[config.mk]
export PLATFORM = sky130hd
export DESIGN_NAME = hazard_stall_ctrl_flat
export DESIGN_NICKNAME = d
export VERILOG_FILES = /design/src/rtl/hazard_stall_ctrl_if.sv /design/src/rtl/hazard_stall_ctrl.sv /design/src/flat_wrapper.sv
export SDC_FILE = /design/constraint.sdc
export NUM_CORES = 1
export LEC_CHECK = 0
export CAP_MARGIN = 20
export CELL_PAD_IN_SITES_DETAIL_PLACEMENT = 1
export CELL_PAD_IN_SITES_GLOBAL_PLACEMENT = 1
export CORE_AREA = 3 3 85 87
export DETAILED_ROUTE_END_ITERATION = 7
export DIE_AREA = 0 0 88 90
export GPL_ROUTABILITY_DRIVEN = 0
export PLACE_DENSITY = 0.88
export SLEW_MARGIN = 5
export SYNTH_ARGS = -nofsm -noshare
export SYNTH_HDL_FRONTEND = slang
export SYNTH_SLANG_ARGS = --single-unit
[constraint.sdc]
create_clock -name clk_i -period 2.8 [get_ports clk_i]
set_input_delay 0.56 -clock clk_i [delete_from_list [all_inputs] [get_ports clk_i]]
set_output_delay 0.56 -clock clk_i [all_outputs]
set_load 0.03 [all_outputs]
[src/rtl/hazard_stall_ctrl_if.sv]
// hazard_stall_ctrl_if
//   Groups the hazard/stall controller's pipeline-facing signals.
//   master : the pipeline side. It drives the hazard and memory status and
//            receives the register enables, flushes and status outputs.
//   slave  : the controller side, used by hazard_stall_ctrl.
//   Signals:
//     idex_memread_i, idex_rt_i   load in EX and its destination register
//     ifid_rs_i, ifid_rt_i        source registers of the instruction in ID
//     branch_taken_i              branch resolved taken in ID
//     exmem_memread_i/_memwrite_i memory access in MEM
//     dmem_ack_i                  data memory completes the access this cycle
//     *_write_o, *_flush_o, memwb_bubble_o, dmem_req_o   pipeline controls
//     mem_timeout_o, stall_cnt_o  fault flag and stall-cycle counter
interface hazard_stall_ctrl_if #(
    parameter int CNT_W = 32
);
    logic             idex_memread_i;
    logic [4:0]       idex_rt_i;
    logic [4:0]       ifid_rs_i;
    logic [4:0]       ifid_rt_i;
    logic             branch_taken_i;
    logic             exmem_memread_i;
    logic             exmem_memwrite_i;
    logic             dmem_ack_i;
    logic             pc_write_o;
    logic             ifid_write_o;
    logic             ifid_flush_o;
    logic             idex_write_o;
    logic             idex_flush_o;
    logic             exmem_write_o;
    logic             memwb_bubble_o;
    logic             dmem_req_o;
    logic             mem_timeout_o;
    logic [CNT_W-1:0] stall_cnt_o;

    modport master (
        output idex_memread_i, idex_rt_i, ifid_rs_i, ifid_rt_i, branch_taken_i,
               exmem_memread_i, exmem_memwrite_i, dmem_ack_i,
        input  pc_write_o, ifid_write_o, ifid_flush_o, idex_write_o, idex_flush_o,
               exmem_write_o, memwb_bubble_o, dmem_req_o, mem_timeout_o, stall_cnt_o
    );

    modport slave (
        input  idex_memread_i, idex_rt_i, ifid_rs_i, ifid_rt_i, branch_taken_i,
               exmem_memread_i, exmem_memwrite_i, dmem_ack_i,
        output pc_write_o, ifid_write_o, ifid_flush_o, idex_write_o, idex_flush_o,
               exmem_write_o, memwb_bubble_o, dmem_req_o, mem_timeout_o, stall_cnt_o
    );
endinterface

[src/rtl/hazard_stall_ctrl.sv]
// hazard_stall_ctrl
//   Central sequencer for the 5-stage pipeline. It drives the PC and
//   pipeline-register enables, flushes and bubbles. It also handles these events:
//     - load-use hazards, by holding PC/IF-ID and inserting an ID/EX bubble;
//     - branches taken in ID, by flushing IF/ID;
//     - multi-cycle data-memory accesses, by freezing the whole pipe until ack.
//   If an access waits more than TIMEOUT cycles in MEM_WAIT, the controller
//   moves to FAULT. It leaves FAULT only on reset.
//   Ports:
//     clk_i  clock, rising edge
//     rst_i  asynchronous active-low reset. While it is low, every enable is 0
//            and the MEM/WB bubble is 1.
//     bus    hazard_stall_ctrl_if.slave (pipeline status in, controls out)
module hazard_stall_ctrl #(
    parameter int TIMEOUT = 255,
    parameter int WAIT_W  = 8,
    parameter int CNT_W   = 32
) (
    input  logic               clk_i,
    input  logic               rst_i,
    hazard_stall_ctrl_if.slave bus
);

    typedef enum logic [1:0] {
        RUN      = 2'd0,
        MEM_WAIT = 2'd1,
        FAULT    = 2'd2
    } state_t;

    state_t            state, state_nxt;
    logic [WAIT_W-1:0] wcnt, wcnt_nxt;
    logic [CNT_W-1:0]  stall_cnt;
    logic              mem_timeout, timeout_set;

    logic memreq, hazard;
    logic pc_write, ifid_write, ifid_flush, idex_write, idex_flush;
    logic exmem_write, memwb_bubble, dmem_req;

    // Saturating increment: the counter stops at all-ones and does not wrap.
    function automatic logic [CNT_W-1:0] sat_inc(input logic [CNT_W-1:0] v);
        if (&v) return v;
        return v + CNT_W'(1);
    endfunction

    assign memreq = bus.exmem_memread_i | bus.exmem_memwrite_i;

    // Register 0 is hardwired to zero, so a load that targets it never creates a hazard.
    assign hazard = bus.idex_memread_i && (bus.idex_rt_i != 5'd0) &&
                    ((bus.idex_rt_i == bus.ifid_rs_i) || (bus.idex_rt_i == bus.ifid_rt_i));

    always_comb begin
        pc_write     = 1'b0;
        ifid_write   = 1'b0;
        ifid_flush   = 1'b0;
        idex_write   = 1'b0;
        idex_flush   = 1'b0;
        exmem_write  = 1'b0;
        memwb_bubble = 1'b1;
        dmem_req     = 1'b0;
        state_nxt    = state;
        wcnt_nxt     = wcnt;
        timeout_set  = 1'b0;

        if (rst_i) begin
            unique case (state)
                RUN: begin
                    if (memreq && !bus.dmem_ack_i) begin
                        // The first stalled cycle counts toward the timeout, so the count starts at 1.
                        dmem_req  = 1'b1;
                        state_nxt = MEM_WAIT;
                        wcnt_nxt  = WAIT_W'(1);
                    end else if (hazard) begin
                        // The branch in ID stays held and is evaluated again next cycle, so it is not flushed here.
                        idex_flush  = 1'b1;
                        idex_write  = 1'b1;
                        exmem_write = 1'b1;
                        memwb_bubble = 1'b0;
                        dmem_req    = memreq;
                    end else begin
                        pc_write     = 1'b1;
                        ifid_write   = 1'b1;
                        idex_write   = 1'b1;
                        exmem_write  = 1'b1;
                        memwb_bubble = 1'b0;
                        ifid_flush   = bus.branch_taken_i;
                        dmem_req     = memreq;
                    end
                end
                MEM_WAIT: begin
                    dmem_req = 1'b1;
                    if (bus.dmem_ack_i) begin
                        // Release cycle: MEM/WB captures the completed access.
                        pc_write     = 1'b1;
                        ifid_write   = 1'b1;
                        idex_write   = 1'b1;
                        exmem_write  = 1'b1;
                        memwb_bubble = 1'b0;
                        state_nxt    = RUN;
                        wcnt_nxt     = '0;
                    end else if (wcnt == WAIT_W'(TIMEOUT)) begin
                        state_nxt   = FAULT;
                        timeout_set = 1'b1;
                    end else begin
                        wcnt_nxt = wcnt + WAIT_W'(1);
                    end
                end
                default: begin
                    // FAULT: the pipe stays frozen and an ack has no effect.
                    state_nxt = FAULT;
                end
            endcase
        end
    end

    always_ff @(posedge clk_i or negedge rst_i) begin
        if (!rst_i) begin
            state       <= RUN;
            wcnt        <= '0;
            stall_cnt   <= '0;
            mem_timeout <= 1'b0;
        end else begin
            state <= state_nxt;
            wcnt  <= wcnt_nxt;
            if (timeout_set)
                mem_timeout <= 1'b1;
            if ((state == RUN || state == MEM_WAIT) && !pc_write)
                stall_cnt <= sat_inc(stall_cnt);
        end
    end

    assign bus.pc_write_o     = pc_write;
    assign bus.ifid_write_o   = ifid_write;
    assign bus.ifid_flush_o   = ifid_flush;
    assign bus.idex_write_o   = idex_write;
    assign bus.idex_flush_o   = idex_flush;
    assign bus.exmem_write_o  = exmem_write;
    assign bus.memwb_bubble_o = memwb_bubble;
    assign bus.dmem_req_o     = dmem_req;
    assign bus.mem_timeout_o  = mem_timeout;
    assign bus.stall_cnt_o    = stall_cnt;

endmodule

[src/flat_wrapper.sv]
// flat-port wrapper written by rule: the top's interface ports become plain ports
module hazard_stall_ctrl_flat 
#(
    parameter int TIMEOUT = 255,
    parameter int WAIT_W  = 8,
    parameter int CNT_W   = 32
)
  (clk_i, rst_i, bus_idex_memread_i, bus_idex_rt_i, bus_ifid_rs_i, bus_ifid_rt_i, bus_branch_taken_i, bus_exmem_memread_i, bus_exmem_memwrite_i, bus_dmem_ack_i, bus_pc_write_o, bus_ifid_write_o, bus_ifid_flush_o, bus_idex_write_o, bus_idex_flush_o, bus_exmem_write_o, bus_memwb_bubble_o, bus_dmem_req_o, bus_mem_timeout_o, bus_stall_cnt_o);
  hazard_stall_ctrl_if #(.CNT_W(CNT_W)) bus_i ();
  input  logic clk_i;
  input  logic rst_i;
  input wire logic [$bits(bus_i.idex_memread_i)-1:0] bus_idex_memread_i;
  input wire logic [$bits(bus_i.idex_rt_i)-1:0] bus_idex_rt_i;
  input wire logic [$bits(bus_i.ifid_rs_i)-1:0] bus_ifid_rs_i;
  input wire logic [$bits(bus_i.ifid_rt_i)-1:0] bus_ifid_rt_i;
  input wire logic [$bits(bus_i.branch_taken_i)-1:0] bus_branch_taken_i;
  input wire logic [$bits(bus_i.exmem_memread_i)-1:0] bus_exmem_memread_i;
  input wire logic [$bits(bus_i.exmem_memwrite_i)-1:0] bus_exmem_memwrite_i;
  input wire logic [$bits(bus_i.dmem_ack_i)-1:0] bus_dmem_ack_i;
  output wire logic [$bits(bus_i.pc_write_o)-1:0] bus_pc_write_o;
  output wire logic [$bits(bus_i.ifid_write_o)-1:0] bus_ifid_write_o;
  output wire logic [$bits(bus_i.ifid_flush_o)-1:0] bus_ifid_flush_o;
  output wire logic [$bits(bus_i.idex_write_o)-1:0] bus_idex_write_o;
  output wire logic [$bits(bus_i.idex_flush_o)-1:0] bus_idex_flush_o;
  output wire logic [$bits(bus_i.exmem_write_o)-1:0] bus_exmem_write_o;
  output wire logic [$bits(bus_i.memwb_bubble_o)-1:0] bus_memwb_bubble_o;
  output wire logic [$bits(bus_i.dmem_req_o)-1:0] bus_dmem_req_o;
  output wire logic [$bits(bus_i.mem_timeout_o)-1:0] bus_mem_timeout_o;
  output wire logic [$bits(bus_i.stall_cnt_o)-1:0] bus_stall_cnt_o;
  assign bus_i.idex_memread_i = bus_idex_memread_i;
  assign bus_i.idex_rt_i = bus_idex_rt_i;
  assign bus_i.ifid_rs_i = bus_ifid_rs_i;
  assign bus_i.ifid_rt_i = bus_ifid_rt_i;
  assign bus_i.branch_taken_i = bus_branch_taken_i;
  assign bus_i.exmem_memread_i = bus_exmem_memread_i;
  assign bus_i.exmem_memwrite_i = bus_exmem_memwrite_i;
  assign bus_i.dmem_ack_i = bus_dmem_ack_i;
  assign bus_pc_write_o = bus_i.pc_write_o;
  assign bus_ifid_write_o = bus_i.ifid_write_o;
  assign bus_ifid_flush_o = bus_i.ifid_flush_o;
  assign bus_idex_write_o = bus_i.idex_write_o;
  assign bus_idex_flush_o = bus_i.idex_flush_o;
  assign bus_exmem_write_o = bus_i.exmem_write_o;
  assign bus_memwb_bubble_o = bus_i.memwb_bubble_o;
  assign bus_dmem_req_o = bus_i.dmem_req_o;
  assign bus_mem_timeout_o = bus_i.mem_timeout_o;
  assign bus_stall_cnt_o = bus_i.stall_cnt_o;
  hazard_stall_ctrl #(.TIMEOUT(TIMEOUT), .WAIT_W(WAIT_W), .CNT_W(CNT_W)) u_core (.clk_i(clk_i), .rst_i(rst_i), .bus(bus_i));
endmodule
Word level (Yosys, flattened, before mapping)
Index checks and enable logic that the tools add are counted.
{"block": "totals", "wordCells": 68, "register_bits": 43, "in_bits": 22, "output_inout_bits": 41}
{"block": "classes", "n_mux": 38, "n_eq_ne": 8, "n_bitwise": 1, "add_sub_neg": 2, "n_reduce_logical": 15}
{"cell": "32-bit by 1-bit adder with 32-bit output (second input constant)", "n": 1}
{"cell": "32-bit 2-to-1 mux", "n": 1}
{"cell": "32-bit AND reduction", "n": 1}
{"cell": "1-bit 2-to-1 mux", "n": 25}
{"cell": "8-bit 2-to-1 mux", "n": 3}
{"cell": "8-bit case mux with 2 select lines", "n": 1}
{"cell": "5-bit equality test", "n": 2}
{"cell": "8-bit by 1-bit adder with 8-bit output (second input constant)", "n": 1}
{"cell": "8-bit equality test (second input constant)", "n": 1}
{"cell": "1-bit case mux with 2 select lines", "n": 4}
{"cell": "2-bit 2-to-1 mux", "n": 3}
{"cell": "5-bit nonzero test", "n": 1}
{"cell": "1-bit logical AND", "n": 4}
{"cell": "2-bit case mux with 2 select lines", "n": 1}
{"cell": "4-bit AND reduction", "n": 1}
{"cell": "3-bit by 2-bit != test with 1-bit output (second input constant)", "n": 1}
{"cell": "3-bit != test (second input constant)", "n": 1}
{"cell": "3-bit AND reduction", "n": 1}
{"cell": "2-bit by 1-bit equality test with 1-bit output (second input constant)", "n": 1}
{"cell": "1-bit logical NOT", "n": 2}
{"cell": "2-bit logical NOT", "n": 1}
{"cell": "1-bit logical OR", "n": 2}
{"cell": "2-bit by 1-bit != test with 1-bit output (second input constant)", "n": 1}
{"cell": "2-bit != test (second input constant)", "n": 1}
{"cell": "3 further kinds", "n": 3}

Logic depth before layout (Yosys ltp)
{"block": "depth", "word_depth": 12, "mapped_depth": 9, "ltp_nobuf": 8}

Worst setup path after synthesis
Ideal clock, no wire load.
{"block": "synth_path", "path_type": "input to output", "start": "in bus_idex_rt_i[0]", "end": "out bus_pc_write_o", "required_time_ns": 2.240, "path_slack_ns": 0.062, "path_buffers": 1, "arrival_time_ns": 2.178, "stages": 6, "path_cell_list": "or4_1 > o21a_1 > a21bo_2 > a21oi_1 > nor2_1 > buf_4"}
{"block": "synth_between", "elab_chain_len": 7, "word_cells_on_any_way": 10, "cone_classes": "2 x eq/ne; 4 x mux; 4 x reduce/logical"}
{"item": "start, declared", "line": "flat_wrapper.sv:13", "rtl": "input wire logic [$bits(bus_i.idex_rt_i)-1:0] bus_idex_rt_i;"}
{"item": "5-bit equality test or 5-bit nonzero test (tied branches)", "line": "hazard_stall_ctrl.sv:49, hazard_stall_ctrl.sv:48"}
{"item": "1-bit logical OR or 1-bit logical AND (tied branches)", "line": "hazard_stall_ctrl.sv:49, hazard_stall_ctrl.sv:48"}
{"item": "1-bit logical AND *", "line": "hazard_stall_ctrl.sv:48", "rtl": "assign hazard = bus.idex_memread_i && (bus.idex_rt_i != 5'd0) &&"}
{"item": "1-bit 2-to-1 mux * (2 in a row)"}
{"item": "1-bit case mux with 2 select lines *"}
{"item": "1-bit 2-to-1 mux *"}
{"item": "end, declared", "line": "flat_wrapper.sv:20", "rtl": "output wire logic [$bits(bus_i.pc_write_o)-1:0] bus_pc_write_o;"}
Every way passes the cells marked *; elsewhere a longest branch is shown, timed or not.

Worst setup path after layout
{"block": "layout_path", "start": "in bus_idex_rt_i[1]", "end": "out bus_idex_flush_o"}
{"block": "layout_between", "elab_chain_len": 7, "word_cells_on_any_way": 10, "cone_classes": "2 x eq/ne; 4 x mux; 4 x reduce/logical"}
{"item": "5-bit equality test or 5-bit nonzero test (tied branches)", "line": "hazard_stall_ctrl.sv:49, hazard_stall_ctrl.sv:48"}
{"item": "1-bit logical OR or 1-bit logical AND (tied branches)", "line": "hazard_stall_ctrl.sv:49, hazard_stall_ctrl.sv:48"}
{"item": "1-bit logical AND *", "line": "hazard_stall_ctrl.sv:48"}
{"item": "1-bit 2-to-1 mux *", "line": "hazard_stall_ctrl.sv:72", "rtl": "end else if (hazard) begin"}
{"item": "1-bit 2-to-1 mux *", "line": "hazard_stall_ctrl.sv:67", "rtl": "if (memreq && !bus.dmem_ack_i) begin"}
{"item": "1-bit 2-to-1 mux *", "line": "hazard_stall_ctrl.sv:65", "rtl": "unique case (state)"}
{"item": "1-bit 2-to-1 mux *", "line": "hazard_stall_ctrl.sv:64", "rtl": "if (rst_i) begin"}
{"item": "end, declared", "line": "flat_wrapper.sv:24", "rtl": "output wire logic [$bits(bus_i.idex_flush_o)-1:0] bus_idex_flush_o;"}
Marks and branches as above.

==> flow_metrics.env <==
export IMPL_status="completed"
export IMPL_worst_hold_slack_ns=0.09900
export IMPL_crit_path_end_kind="primary output"
export IMPL_async_reset_ff_share_pct=100.0
export IMPL_syn_nets=275
export IMPL_grt_max_degree=41
export IMPL_fin_setup_tns_ns=0
export IMPL_synth_cell_types=34
export IMPL_antenna_cells=0
export IMPL_drive_above_1_share_pct=12.80
export IMPL_cap_violations=0
export IMPL_hold_viol=0
export IMPL_h_tree_depth=2
export IMPL_startpoint_type="input port"
export IMPL_path_class="in2out"
export IMPL_grt_pass1_vias=2154
export IMPL_ys_flop_type="dfrtp_1"
export IMPL_final_cell_mix="50 x clkdlybuf4s50_1, 43 x dfrtp_1, 34 x xor2_1"
export IMPL_ys_seq_area_share_pct=46.04
export IMPL_rrSetupSlack_ns=0.26
export IMPL_cp_slowest_stage_delay_ns=0.43
export IMPL_grt_antenna_before_repair=0
export IMPL_dp_hpwl_mm=4.671
export IMPL_critical_path_top_delay_family="buffers and inverters"
export IMPL_fin_util_pct=50.01
export IMPL_vias=2143
export IMPL_grt_overflow=0
export IMPL_path_clk_slew_ns=0.08
export IMPL_period_minus_slack_ns=2.709
export IMPL_die_w_um=88
export IMPL_min_period_over_period_pct=96.77
export IMPL_p_per_area_nw_per_um2=530.7
export IMPL_die_y_um=90
export IMPL_drcViolationCount=0
export IMPL_cts_sinks=43
export IMPL_reg2regPathDepth=7
export IMPL_grt_pass1_wl_mm=10.63
export IMPL_dp_cells=393
export IMPL_leakage_nw=1.521
export IMPL_start_util_pct=36.39
export IMPL_avgSynthCellArea_um2=9.312
export IMPL_cts_buffers=5
export IMPL_vias_per_cell=5.291
export IMPL_multi_input_area_um2=1199
export IMPL_fmax_ghz=0.3691
export IMPL_ys_seq_elements=43
export IMPL_track_usage_pct=16.52
export IMPL_regArea_um2=1076
export IMPL_core_um2=6422
export IMPL_cp_depth=7
export IMPL_tightest_slew_ns=0.6601
export IMPL_worst_path_max_fanout=3
export IMPL_cts_root_buf="clkbuf_8"
export IMPL_hold_path_class="in2async"
export IMPL_mostFrequentLayoutCell="clkdlybuf4s50_1"
export IMPL_ant_nets=0
export IMPL_cts_hold_buf=0
export IMPL_stdcell_count=405
export IMPL_crit_path_cell_trace="clkdlybuf4s50_1 -> xor2_1 -> nor3_1 -> nand3_1 -> a21bo_4 -> nor3_2 -> buf_4"
export IMPL_yosys_warnings=0
export IMPL_synth_edf_count=0
export IMPL_finalClockSkew_ns=0.01345
export IMPL_die_area_um2=7920
export IMPL_cp_required_ns=2.24
export IMPL_slew_headroom_pct=56.00
export IMPL_cts_tree="done"
export IMPL_finalPower_mw=1.704
export IMPL_ios=63
export IMPL_cp_arrival_ns=2.15
export IMPL_synthCells=251
export IMPL_portBuffers=62
export IMPL_wirelength_mm=6.419
export IMPL_wl_per_cell_um=15.85
export IMPL_nFillCells=749
export IMPL_path_buf_inv=2
export IMPL_netlist_area_um2=2337
export IMPL_vdd_ir_drop_max_mv=0.2434
export IMPL_clock_latency_ns=0.31
export IMPL_layout_nets=351
export IMPL_setup_viol=0
export IMPL_slowest_stage="clkdlybuf4s50_1"
export IMPL_drt_initial_drc_count=75
export IMPL_std_cell_rows=29
export IMPL_dr_pass1_iters=4
export IMPL_syn_to_final_growth_pct=37.42
export IMPL_cts_path_max_buffers=2
export IMPL_slew_violations=0
## layout make-up
cell class | instances | share of cell area (%)
well taps | 77 | 3.000
inverters | 8 | 0.9349
clock inverters | 2 | 0.3896
clock buffers | 6 | 2.259
flip-flops and latches | 43 | 33.50
repair buffers | 77 | 22.59
multi-input cells | 192 | 37.32
## worst reg2reg max path: cells and delay by family, from the launching register on
kind            cells  cell delay (ns)
buf+inv             1             0.21
simple gates        4             1.16
mux                 1             0.36
compound gates      1             0.26
flops               1             0.44
## worst paths after layout
check / start / to
max: bus_idex_rt_i[1] / bus_idex_flush_o
min: rst_i / u_core.state[0]
max reg2reg: u_core.bus.stall_cnt_o[10] / u_core.bus.stall_cnt_o[1]
min reg2reg: u_core.bus.stall_cnt_o[23] / u_core.bus.stall_cnt_o[23]
max in group asynchronous: rst_i / u_core.bus.stall_cnt_o[7]
min in group clk_i: u_core.bus.stall_cnt_o[23] / u_core.bus.stall_cnt_o[23]
## state kept, by name, summed over array words and instances (netlist names)
name / count
u_core.state: 2
u_core.bus.stall_cnt_o: 32
u_core.bus.mem_timeout_o: 1
u_core.wcnt: 8
## where the power goes
group / internal (mW) / leakage [nW] / switching, mW / total (mW)
Combinational: 0.235 / 0.906 / 0.310 / 0.545
Clock: 0.175 / 0.0412 / 0.223 / 0.397
Sequential: 0.687 / 0.574 / 0.0753 / 0.762
Total: 1.10 / 1.52 / 0.608 / 1.70
## cells in the mapped netlist (2+ instances only)
cell type	n	area share, %
nand4_1	7	1.9
o21a_1	3	0.96
nor3_1	25	5.4
o21ai_0	10	2.1
a31o_2	2	0.75
o211ai_1	2	0.64
a21oi_1	5	1.1
xor2_1	34	13
xnor2_1	7	2.6
buf_4	2	0.64
nor4_1	2	0.54
a21bo_2	2	0.86
clkbuf_1	2	0.32
or3_1	3	0.80
buf_6	3	1.4
o31ai_1	3	0.96
dfrtp_1	43	46
nand2_1	29	4.7
inv_1	8	1.3
and3_1	10	2.7
nor2_1	21	3.4
nand3_1	15	3.2
ha_1	2	1.1
## kinds of logic after synthesis
| kind of cell | after synthesis | share of synthesized area (%) |
|---|---|---|
| compound gates | 29 | 8.297 |
| xor+xnor | 41 | 15.36 |
| fa+ha+maj | 2 | 1.070 |
| buf+inv | 16 | 3.908 |
| flops | 43 | 46.04 |
| mux | 1 | 0.4818 |
| simple gates | 119 | 24.84 |
## per-stage QoR
stage | setup WS, ns | area [µm²]
6_report | 0.09053 | 3212
3_5_place_dp | -0.02502 | 3065
4_1_cts | 0.01155 | 3189
2_1_floorplan | 0.06229 | 2337
5_1_grt | -0.05819 | 3212
3_3_place_gp | -0.004242 | 3065
## per-layer routing
metal | share of wire [%] | wire length [µm] | GRT usage (%) | vias up
met3 | 4.8 | 310 | 3.382 | 4
met4 | 0.59 | 38 | 4.731 | 0
li1 | - | - | - | 1018
met2 | 50 | 3226 | 27.07 | 55
met1 | 44 | 2844 | 21.75 | 1066
met5 | 0 | 0 | 0 | -
## timing repair
item | CTS | global route
hold endpoints to repair | 0 | 0
resized for setup | 4 | 6
setup endpoints to repair | 4 | 6
setup buffers | 4 | 0
pin swaps | 6 | 5
cloned | 0 | 0
(Power assumes the default switching activity.)
